<file path="config.mk">
export PLATFORM = sky130hd
export DESIGN_NAME = keypad_scanner
export DESIGN_NICKNAME = d
export VERILOG_FILES = /design/src/rtl/keypad_pkg.sv /design/src/rtl/keypad_scanner_sync2.sv /design/src/rtl/keypad_scanner.sv
export SDC_FILE = /design/constraint.sdc
export NUM_CORES = 1
export LEC_CHECK = 0
export ABC_AREA = 1
export CORE_MARGIN = 1
export CORE_UTILIZATION = 48
export DETAILED_ROUTE_END_ITERATION = 12
export PLACE_DENSITY = 0.75
export SLEW_MARGIN = 20
export SYNTH_ARGS = -nofsm -noshare
export SYNTH_HDL_FRONTEND = slang
export SYNTH_SLANG_ARGS = --single-unit
</file>
<file path="constraint.sdc">
create_clock -name clk -period 2.1 [get_ports clk]
set_input_delay 0.525 -clock clk [delete_from_list [all_inputs] [get_ports clk]]
set_output_delay 0.525 -clock clk [all_outputs]
set_load 0.05 [all_outputs]
</file>
<file path="src/rtl/keypad_pkg.sv">
// Shared types and key-map decoding for the 4x4 matrix keypad front end.
package keypad_pkg;

   typedef enum logic [2:0] {
      SCAN,
      DEBOUNCE,
      EMIT_SETUP,
      EMIT_STROBE,
      EQ_WAIT,
      WAIT_RELEASE
   } kp_state_t;

   localparam logic [2:0] OP_ADD = 3'b001;
   localparam logic [2:0] OP_SUB = 3'b010;
   localparam logic [2:0] OP_MUL = 3'b100;

   typedef enum logic [1:0] {
      DIGIT,
      OPER,
      EQUAL,
      NONE
   } key_class_t;

   typedef struct packed {
      key_class_t cls;
      logic [3:0] value;
   } key_t;

   // Operator keys carry their one-hot code in value[2:0].
   function automatic key_t decode_key(input logic [1:0] row, input logic [1:0] col);
      key_t k;
      k.cls   = NONE;
      k.value = 4'd0;
      if (col == 2'd3) begin
         case (row)
            2'd0: begin k.cls = OPER;  k.value = {1'b0, OP_ADD}; end
            2'd1: begin k.cls = OPER;  k.value = {1'b0, OP_SUB}; end
            2'd2: begin k.cls = OPER;  k.value = {1'b0, OP_MUL}; end
            default: begin k.cls = EQUAL; k.value = 4'd0; end
         endcase
      end else if (row == 2'd3) begin
         case (col)
            2'd0: begin k.cls = OPER;  k.value = {1'b0, OP_ADD}; end
            2'd1: begin k.cls = DIGIT; k.value = 4'd0; end
            default: begin k.cls = NONE; k.value = 4'd0; end
         endcase
      end else begin
         k.cls   = DIGIT;
         k.value = {2'b00, row} * 4'd3 + {2'b00, col} + 4'd1;
      end
      return k;
   endfunction

endpackage

</file>
<file path="src/rtl/keypad_scanner_sync2.sv">
// Parameterized-width two-flop synchronizer; resets to all-ones (idle for active-low lines).
module sync2 #(
   parameter int unsigned WIDTH = 1
) (
   input  logic             clk,
   input  logic             nRST,
   input  logic [WIDTH-1:0] d,
   output logic [WIDTH-1:0] q
);

   logic [WIDTH-1:0] meta;

   always_ff @(posedge clk or negedge nRST) begin
      if (!nRST) begin
         meta <= '1;
         q    <= '1;
      end else begin
         meta <= d;
         q    <= meta;
      end
   end

endmodule

</file>
<file path="src/rtl/keypad_scanner.sv">
// Scans a 4x4 active-low keypad, debounces press/release and emits one gencon transaction per press.
module keypad_scanner
   import keypad_pkg::*;
#(
   parameter int unsigned SCAN_DIV        = 16,
   parameter int unsigned DEBOUNCE_CYCLES = 1000
) (
   input  logic       clk,
   input  logic       nRST,
   input  logic [3:0] col_n,
   input  logic       complete,
   output logic [3:0] row_n,
   output logic [3:0] keypad_input,
   output logic       read_input,
   output logic [2:0] operator_input,
   output logic       equal_input
);

   localparam int unsigned SW = $clog2(SCAN_DIV + 1);
   localparam int unsigned DW = $clog2(DEBOUNCE_CYCLES + 1);
   localparam logic [SW-1:0] SCAN_LAST = SW'(SCAN_DIV - 1);
   localparam logic [DW-1:0] DEB_LAST  = DW'(DEBOUNCE_CYCLES - 1);

   logic [3:0]    col_s;
   kp_state_t     state;
   logic [1:0]    row;
   logic [SW-1:0] scan_cnt;
   logic [DW-1:0] deb_cnt;
   logic [3:0]    latched;
   key_t          key_q;

   logic [3:0]    col_low;
   logic          one_low;
   logic [1:0]    col_idx;
   key_t          key_dec;

   sync2 #(.WIDTH(4)) u_col_sync (
      .clk  (clk),
      .nRST (nRST),
      .d    (col_n),
      .q    (col_s)
   );

   function automatic logic [3:0] drive(input logic [1:0] r);
      return ~(4'b0001 << r);
   endfunction

   always_comb begin
      col_low = ~col_s;
      one_low = (col_low != 4'd0) && ((col_low & (col_low - 4'd1)) == 4'd0);
      col_idx = 2'd0;
      for (int unsigned i = 0; i < 4; i++) begin
         if (col_low[i]) col_idx = 2'(i);
      end
      key_dec = decode_key(row, col_idx);
   end

   // The debounce counter exits one short of its terminal value, so it never wraps.
   always_ff @(posedge clk or negedge nRST) begin
      if (!nRST) begin
         state          <= SCAN;
         row            <= 2'd0;
         row_n          <= 4'b1110;
         scan_cnt       <= '0;
         deb_cnt        <= '0;
         latched        <= '1;
         key_q          <= '{cls: NONE, value: 4'd0};
         keypad_input   <= '0;
         read_input     <= 1'b0;
         operator_input <= '0;
         equal_input    <= 1'b0;
      end else begin
         read_input     <= 1'b0;
         operator_input <= '0;
         case (state)
            SCAN: begin
               if (scan_cnt == SCAN_LAST) begin
                  scan_cnt <= '0;
                  if (one_low) begin
                     state   <= DEBOUNCE;
                     latched <= col_s;
                     key_q   <= key_dec;
                     deb_cnt <= '0;
                  end else begin
                     row   <= row + 2'd1;
                     row_n <= drive(row + 2'd1);
                  end
               end else begin
                  scan_cnt <= scan_cnt + SW'(1);
               end
            end
            DEBOUNCE: begin
               if (col_s != latched) begin
                  state   <= SCAN;
                  row     <= row + 2'd1;
                  row_n   <= drive(row + 2'd1);
                  deb_cnt <= '0;
               end else if (deb_cnt == DEB_LAST) begin
                  deb_cnt <= '0;
                  case (key_q.cls)
                     DIGIT: begin
                        keypad_input <= key_q.value;
                        state        <= EMIT_SETUP;
                     end
                     OPER: begin
                        operator_input <= key_q.value[2:0];
                        state          <= EMIT_STROBE;
                     end
                     EQUAL: begin
                        equal_input <= 1'b1;
                        state       <= EQ_WAIT;
                     end
                     default: state <= WAIT_RELEASE;
                  endcase
               end else begin
                  deb_cnt <= deb_cnt + DW'(1);
               end
            end
            EMIT_SETUP: begin
               read_input <= 1'b1;
               state      <= EMIT_STROBE;
            end
            EMIT_STROBE: begin
               state   <= WAIT_RELEASE;
               deb_cnt <= '0;
            end
            EQ_WAIT: begin
               if (complete) begin
                  equal_input <= 1'b0;
                  state       <= WAIT_RELEASE;
                  deb_cnt     <= '0;
               end
            end
            WAIT_RELEASE: begin
               if (col_s != 4'b1111) begin
                  deb_cnt <= '0;
               end else if (deb_cnt == DEB_LAST) begin
                  state        <= SCAN;
                  row          <= 2'd0;
                  row_n        <= 4'b1110;
                  scan_cnt     <= '0;
                  deb_cnt      <= '0;
                  keypad_input <= '0;
               end else begin
                  deb_cnt <= deb_cnt + DW'(1);
               end
            end
            default: state <= SCAN;
         endcase
      end
   end

endmodule

</file>
==> results_dict.tcl, run 1 <==
set metrics [dict create \
    drtAntennaViolNets 0 \
    drv_slew 0 \
    synth-edff-count 0 \
    first_pass_iters 4 \
    cpPeakStageDelay_ns 0.56 \
    max-cap-violations 0 \
    rr_endpoint "key_q[2]$_DFFE_PN0P_" \
    coreArea_um2 6060 \
    cellLeakagePower_nw 1.70 \
    r2r.worst_path.cells 8 \
    dp_hpwl_um 4480 \
    start_util_pct 50.7 \
    drc_errors 0 \
    r2r_slack_ns 0.06 \
    setup_violations 0 \
    finClkSkew_ns 0.00663 \
    ioPinCount 20 \
    criticalPathCategory "flop to flop" \
    ys_top_cells_by_area "dfrtp_1 28%, dfstp_2 15%, nand2_1 14%, nand3_1 6.2%, ha_1 5.3%" \
    via_per_inst 5.12 \
    cts.htree.levels 2 \
    max_clock_freq_mhz 491 \
    met1_usage_pct 25.6 \
    grt_pass1_wl_um 10700 \
    grtUsageMet3_pct 3.89 \
    cts_setup_buffers 0 \
    wirelength_um 6050 \
    worstPathMaxFanout 3 \
    synth_top_area_cell "dfrtp_1" \
    hold_ws_ns 0.191 \
    area_delta_synth_final_pct 13.5 \
    grt_max_degree 23 \
    crit_path_top_delay_cell "dfstp_2" \
    top_usage_layer "met2" \
    worstReg2RegStart "u_col_sync.q[3]$_DFF_PN1_" \
    grtUsageMet2_pct 36.6 \
    tns_ns 0 \
    clock_latency_ns 0.31 \
    hold_path.class "input port to async pin" \
    synth-async-reset-ratio_pct 100 \
    cts_tree "yes" \
    routed-via-count 2504 \
    track_usage_pct 20.7 \
    synth-seq-area-share_pct 42.2 \
    holdBufCountCts 0 \
    worstMarginPinSlew_ns 0.530 \
    place.gp.congestion 0.875 \
    max_slew_margin_pct 64.7 \
    die_area_um2 6730 \
    syn_nets 405 \
    yosys_most_used_dff "dfrtp_1" \
    yosysWarningCount 0 \
    layout-drive-gt1-share_pct 19.1 \
    cts_resized 0 \
    ys_ff_latch 51 \
    cts_num_sinks 51 \
    outcome "completed" \
    ir_worst_vdd_mv 0.788 \
    worst_setup_path_end_kind "flop" \
    netlist.area_leader.share_pct 27.7 \
    syn_avg_cell_area_um2 8.02 \
    clk_pin_slew_ns 0.09 \
    root_buffer "clkbuf_8" \
    critPathMostFrequentCell "nand2_1" \
    p_per_area_nw_per_um2 982 \
    die_y_um 82.0 \
    post-route-period-util_pct 97.0 \
    grt_antenna_before_repair 0 \
    rsz0062_at_grt "true" \
    syn_inst 383 \
    crit_path_start_kind "flop" \
    fin_cells 489 \
    fin_crit_ns 2.04 \
    worstPathArrival_ns 2.29 \
    fp.dieW_um 82.0 \
    layout.nets 435 \
    grt_pass1_vias 2381 \
    hold_viol_final 0 \
    path_cells "nand2_2 > inv_2 > fa_1 > fa_2 > xor2_1 > o31ai_1 > nand2_1 > nand2_1" \
    syn-cell-area_um2 3070 \
    portBuffers 19 \
    antenna_cells 0 \
    numCtsBuffers 5 \
    clockBufferDepth 2 \
    yosysUniqueCellTypes 35 \
    grt-ovfl-total 0 \
    num_rows 28 \
    wl_per_cell_um 12.4 \
    dp_cells 481 \
    crit_required_ns 2.35 \
    drt_iter0_markers 170 \
]
## area by class of cell
class                      instances  area (um2)
clock buffer                       7        86.3
tap                               75        93.8
multi-input combinational        276        1550
fill                             548        2570
timing repair buffer              28         258
inverter                          51         194
sequential                        51        1300
clock inverter                     1        5.00
## synth_stat cells, types with 3 or more instances
cell,number
dfrtp_1,34
nand3_2,3
ha_1,13
nor3_1,3
inv_1,42
nor2_1,23
nor2_4,4
dfstp_2,17
nor2_2,3
xor2_1,3
nand4_1,9
o21ai_1,9
o21ai_0,14
a21oi_1,7
nand2_1,116
nand3b_1,3
nand2_2,8
o21ai_4,3
inv_2,8
o21bai_1,3
nand3_1,38
buf_2,3
## where the power goes
part           total, W  switching [W]  internal (W)
registers       0.00140       0.000151       0.00125
clock network  0.000586       0.000319      0.000267
logic           0.00144       0.000906      0.000530
total           0.00343        0.00138       0.00205
## through the flow
step / utilization, % / total power (W) / cell area (um2) / worst slack (ns)
global placement: 56.0 / 0.00280 / 3400 / 0.0951
finish: 57.6 / 0.00343 / 3490 / 0.0622
global route: 57.6 / 0.00370 / 3490 / -0.0435
detailed placement: 56.0 / 0.00286 / 3400 / 0.0458
CTS: 57.6 / 0.00346 / 3490 / 0.0270
floorplan: - / 0.00245 / 3080 / 0.0147
## layout by cell type, fill, tap and decap left out, types with 8 or more instances in the layout
| cell type | n |
|---|---|
| inv_1 | 41 |
| o21ai_1 | 9 |
| nand4_1 | 9 |
| nor2_1 | 23 |
| o21ai_0 | 14 |
| clkdlybuf4s50_1 | 15 |
| nand3_1 | 38 |
| inv_2 | 9 |
| nand2_2 | 8 |
| buf_4 | 11 |
| dfrtp_1 | 34 |
| ha_1 | 13 |
| nand2_1 | 116 |
| dfstp_2 | 17 |
## cell families (layout without fill, tap and decap cells)
group | after synthesis | count (layout) | share of synthesized area (%)
flops | 51 | 51 | 42.2
xor+xnor | 5 | 5 | 1.43
buf+inv | 56 | 87 | 7.41
compound gates | 38 | 38 | 7.74
simple gates | 218 | 218 | 34.6
fa+ha+maj | 15 | 15 | 6.60
## critical path, delay by kind of cell (launching register included)
kind	cells	cell delay [ns]
compound gates	1	0.20
buf+inv	1	0.07
flops	1	0.56
xor+xnor	1	0.15
fa+ha+maj	2	0.80
simple gates	3	0.19
## sequential cells by signal, summed over array words and instances (netlist names)
register / count
deb_cnt: 10
key_q: 6
scan_cnt: 5
keypad_input: 4
latched: 4
row_n: 4
u_col_sync.meta: 4
u_col_sync.q: 4
operator_input: 3
state: 3
row: 2
equal_input: 1
read_input: 1
## metal layers
layer	vias to the layer above	wire (um)	part of all wire [%]
met5	-	0	0
met4	0	61	1.0
met3	6	195	3.2
met2	44	2960	49
met1	1177	2830	47
li1	1277	-	-
## worst max-delay path by stage
stage	startpoint	end	cells after the start
2_1_floorplan	u_col_sync.q[3]$_DFF_PN1_	key_q[2]$_DFFE_PN0P_	9
3_3_place_gp	u_col_sync.q[3]$_DFF_PN1_	key_q[2]$_DFFE_PN0P_	8
3_5_place_dp	u_col_sync.q[3]$_DFF_PN1_	key_q[2]$_DFFE_PN0P_	8
4_1_cts	u_col_sync.q[3]$_DFF_PN1_	key_q[2]$_DFFE_PN0P_	8
5_1_grt	u_col_sync.q[3]$_DFF_PN1_	key_q[2]$_DFFE_PN0P_	8
6_report	u_col_sync.q[3]$_DFF_PN1_	key_q[2]$_DFFE_PN0P_	8
No activity file was read; power rests on OpenSTA's default activity.
==> run 2, diff against run 1 <==
--- a/config.mk
+++ b/config.mk
@@ -10,6 +10,7 @@
 export CORE_UTILIZATION = 48
 export DETAILED_ROUTE_END_ITERATION = 12
 export PLACE_DENSITY = 0.75
+export SETUP_SLACK_MARGIN = 0.5
 export SLEW_MARGIN = 20
 export SYNTH_ARGS = -nofsm -noshare
 export SYNTH_HDL_FRONTEND = slang
==> run 2 against run 1 <==
Compared with the run above:
- register-to-register slack improved by 0.04 ns
- clock power about the same
- clock skew increased by 0.0047 ns
- maximum frequency increased by 1.8%
- first-iteration DRC count increased by 12%
- cell area increased by 13%
- global-route usage increased by 1.8 points
- worst setup slack improved by 0.035 ns
- sequential cell count unchanged
- die area unchanged
- sequential power about the same
- critical endpoint unchanged
- largest power group unchanged
==> results_dict.tcl, run 2 (synthesis results as in run 1) <==
set metrics [dict create \
    outcome "completed" \
    max_slew_margin_pct 56.9 \
    tns_ns 0 \
    power.share.sequential_pct 38.4 \
    drtAntennaViolNets 0 \
    largest_register "deb_cnt" \
    wirelength_um 7200 \
    rsz0062_at_grt "true" \
    root_buffer "clkbuf_8" \
    place.gp.congestion 0.864 \
    worstReg2RegStart "u_col_sync.q[3]$_DFF_PN1_" \
    r2r.worst_path.cells 8 \
    worstPathArrival_ns 2.25 \
    dp_slack_ns 0.0489 \
    drc_errors 0 \
    cellLeakagePower_nw 1.86 \
    crit_path_start_kind "flop" \
    fin_crit_ns 2.00 \
    power_w 0.00368 \
    final_core_util_pct 64.9 \
    grt_pass1_wl_um 11500 \
    first_pass_iters 5 \
    routed-via-count 2744 \
    clockBufferDepth 2 \
    dp_hpwl_um 4330 \
    grt_antenna_before_repair 0 \
    grt_pass1_vias 2572 \
    rr_endpoint "key_q[2]$_DFFE_PN0P_" \
    max-cap-violations 0 \
    numCtsBuffers 5 \
    cts.htree.levels 2 \
    clk_pin_slew_ns 0.09 \
    finClkSkew_ns 0.0114 \
    setup_violations 0 \
    via_per_inst 5.31 \
    layout-drive-gt1-share_pct 36.7 \
    mostFrequentLayoutCells "105 x nand2_1, 36 x inv_1, 33 x nand3_1" \
    p_per_area_nw_per_um2 936 \
    ir_worst_vdd_mv 0.771 \
    die_area_um2 6730 \
    portBuffers 19 \
    criticalPathCategory "flop to flop" \
    worstPathMaxFanout 3 \
    grt_max_degree 52 \
    area_delta_synth_final_pct 28.1 \
    largest_reg_flops 10 \
    cpPeakStageDelay_ns 0.58 \
    post-route-period-util_pct 95.4 \
    ioPinCount 20 \
    fin_ws_ns 0.0974 \
    clkPwrFrac_pct 15.8 \
    grt-ovfl-total 0 \
    worst_setup_path_end_kind "flop" \
    p_comb_share_pct 45.8 \
    crit_path_top_delay_cell "dfstp_2" \
    p_int_w 0.00213 \
    wl_per_cell_um 13.9 \
    final_common_cell "nand2_1" \
    holdBufCountCts 0 \
    max_clock_freq_mhz 499 \
    antenna_cells 0 \
    p_sw_w 0.00155 \
    clock_latency_ns 0.30 \
    num_rows 28 \
    start_util_pct 50.7 \
    worstMarginPinSlew_ns 0.647 \
    layout.nets 463 \
    r2r_slack_ns 0.1 \
    largestRegisters "deb_cnt x10, key_q x6, scan_cnt x5" \
    coreArea_um2 6060 \
    swShare_pct 42.0 \
    cts_tree "yes" \
    cts_num_sinks 51 \
    hold_viol_final 0 \
    hold_path.class "input port to async pin" \
    track_usage_pct 22.5 \
    drt_iter0_markers 190 \
    drv_slew 0 \
    path_cells "nand2_4 > inv_4 > fa_1 > fa_2 > xor2_1 > o31ai_1 > nand2_1 > nand2_1" \
    die_y_um 82.0 \
    fp.dieW_um 82.0 \
    crit_required_ns 2.35 \
    critPathMostFrequentCell "nand2_1" \
]
[run 2: cell types whose count changed in the layout (fill, tap and decap cells not counted), sizes merged]
cell           change
clkdlybuf4s15      +4
nor2               +3
buf               +31
clkdlybuf4s50     -10
[run 2: worst max-delay path: cells and delay by family, from the launching register on]
| family | cells | cell delay [ns] |
|---|---|---|
| buffers and inverters | 1 | 0.06 |
| adder cells (fa/ha/maj) | 2 | 0.78 |
| AND/OR/NAND/NOR | 3 | 0.21 |
| flip-flops | 1 | 0.58 |
| XOR/XNOR | 1 | 0.14 |
| AO/OA/AOI/OAI | 1 | 0.19 |
[run 2: layout make-up]
| type | count | area [um2] |
|---|---|---|
| clock buffer | 7 | 86.3 |
| clock inverter | 1 | 5.00 |
| fill | 471 | 2120 |
| inverter | 51 | 206 |
| multi-input combinational | 279 | 1810 |
| sequential | 51 | 1300 |
| tap | 75 | 93.8 |
| timing repair buffer | 53 | 427 |
[run 2: timing repair]
action                                  4_1_cts  5_1_grt
setup buffers                                15       13
pin swaps                                    18        8
gates resized for setup                      76       45
gates cloned                                  3        0
endpoints found under the setup margin       52       48
[run 2: how the worst max path moves through the flow]
stage	startpoint	end	slack, ns	cells after the start
2_1_floorplan	u_col_sync.q[3]$_DFF_PN1_	key_q[2]$_DFFE_PN0P_	0.07	9
3_3_place_gp	u_col_sync.q[3]$_DFF_PN1_	key_q[2]$_DFFE_PN0P_	0.07	8
3_5_place_dp	u_col_sync.q[3]$_DFF_PN1_	key_q[2]$_DFFE_PN0P_	0.05	8
4_1_cts	u_col_sync.q[3]$_DFF_PN1_	key_q[2]$_DFFE_PN0P_	0.12	8
5_1_grt	u_col_sync.q[3]$_DFF_PN1_	key_q[2]$_DFFE_PN0P_	0.01	8
6_report	u_col_sync.q[3]$_DFF_PN1_	key_q[2]$_DFFE_PN0P_	0.1	8
[run 2: metal layers]
layer	GRT usage, %	up-vias	share of wire [%]
met5	0	-	0
met4	9.30	0	2.8
met3	4.44	21	4.3
met2	37.7	79	51
met1	28.1	1308	42
li1	-	1336	-
[run 2: power by group through the flow]
stage               Sequential [W]  Combinational (W)  Clock (W)
finish                     0.00141            0.00169   0.000584
floorplan                  0.00164           0.000818          0
CTS                        0.00141            0.00157   0.000600
global placement           0.00141            0.00139          0
detailed placement         0.00142            0.00143          0
global route               0.00144            0.00188   0.000635
[run 2: through the flow]
step | hold slack (ns) | cell area [um2] | instances
floorplan | 0.229 | 3090 | 383
global placement | 0.347 | 3370 | 478
detailed placement | 0.347 | 3370 | 478
CTS | 0.346 | 3770 | 504
global route | 0.361 | 3940 | 517
finish | 0.322 | 3940 | 517
==> run 3, diff against run 2 <==
--- a/config.mk
+++ b/config.mk
@@ -8,6 +8,7 @@
 export ABC_AREA = 1
 export CORE_MARGIN = 1
 export CORE_UTILIZATION = 48
+export CTS_CLUSTER_DIAMETER = 30
 export DETAILED_ROUTE_END_ITERATION = 12
 export PLACE_DENSITY = 0.75
 export SETUP_SLACK_MARGIN = 0.5
==> results of run 3 <==
No change in the layout: final DEF, timing and power equal those of run 2.
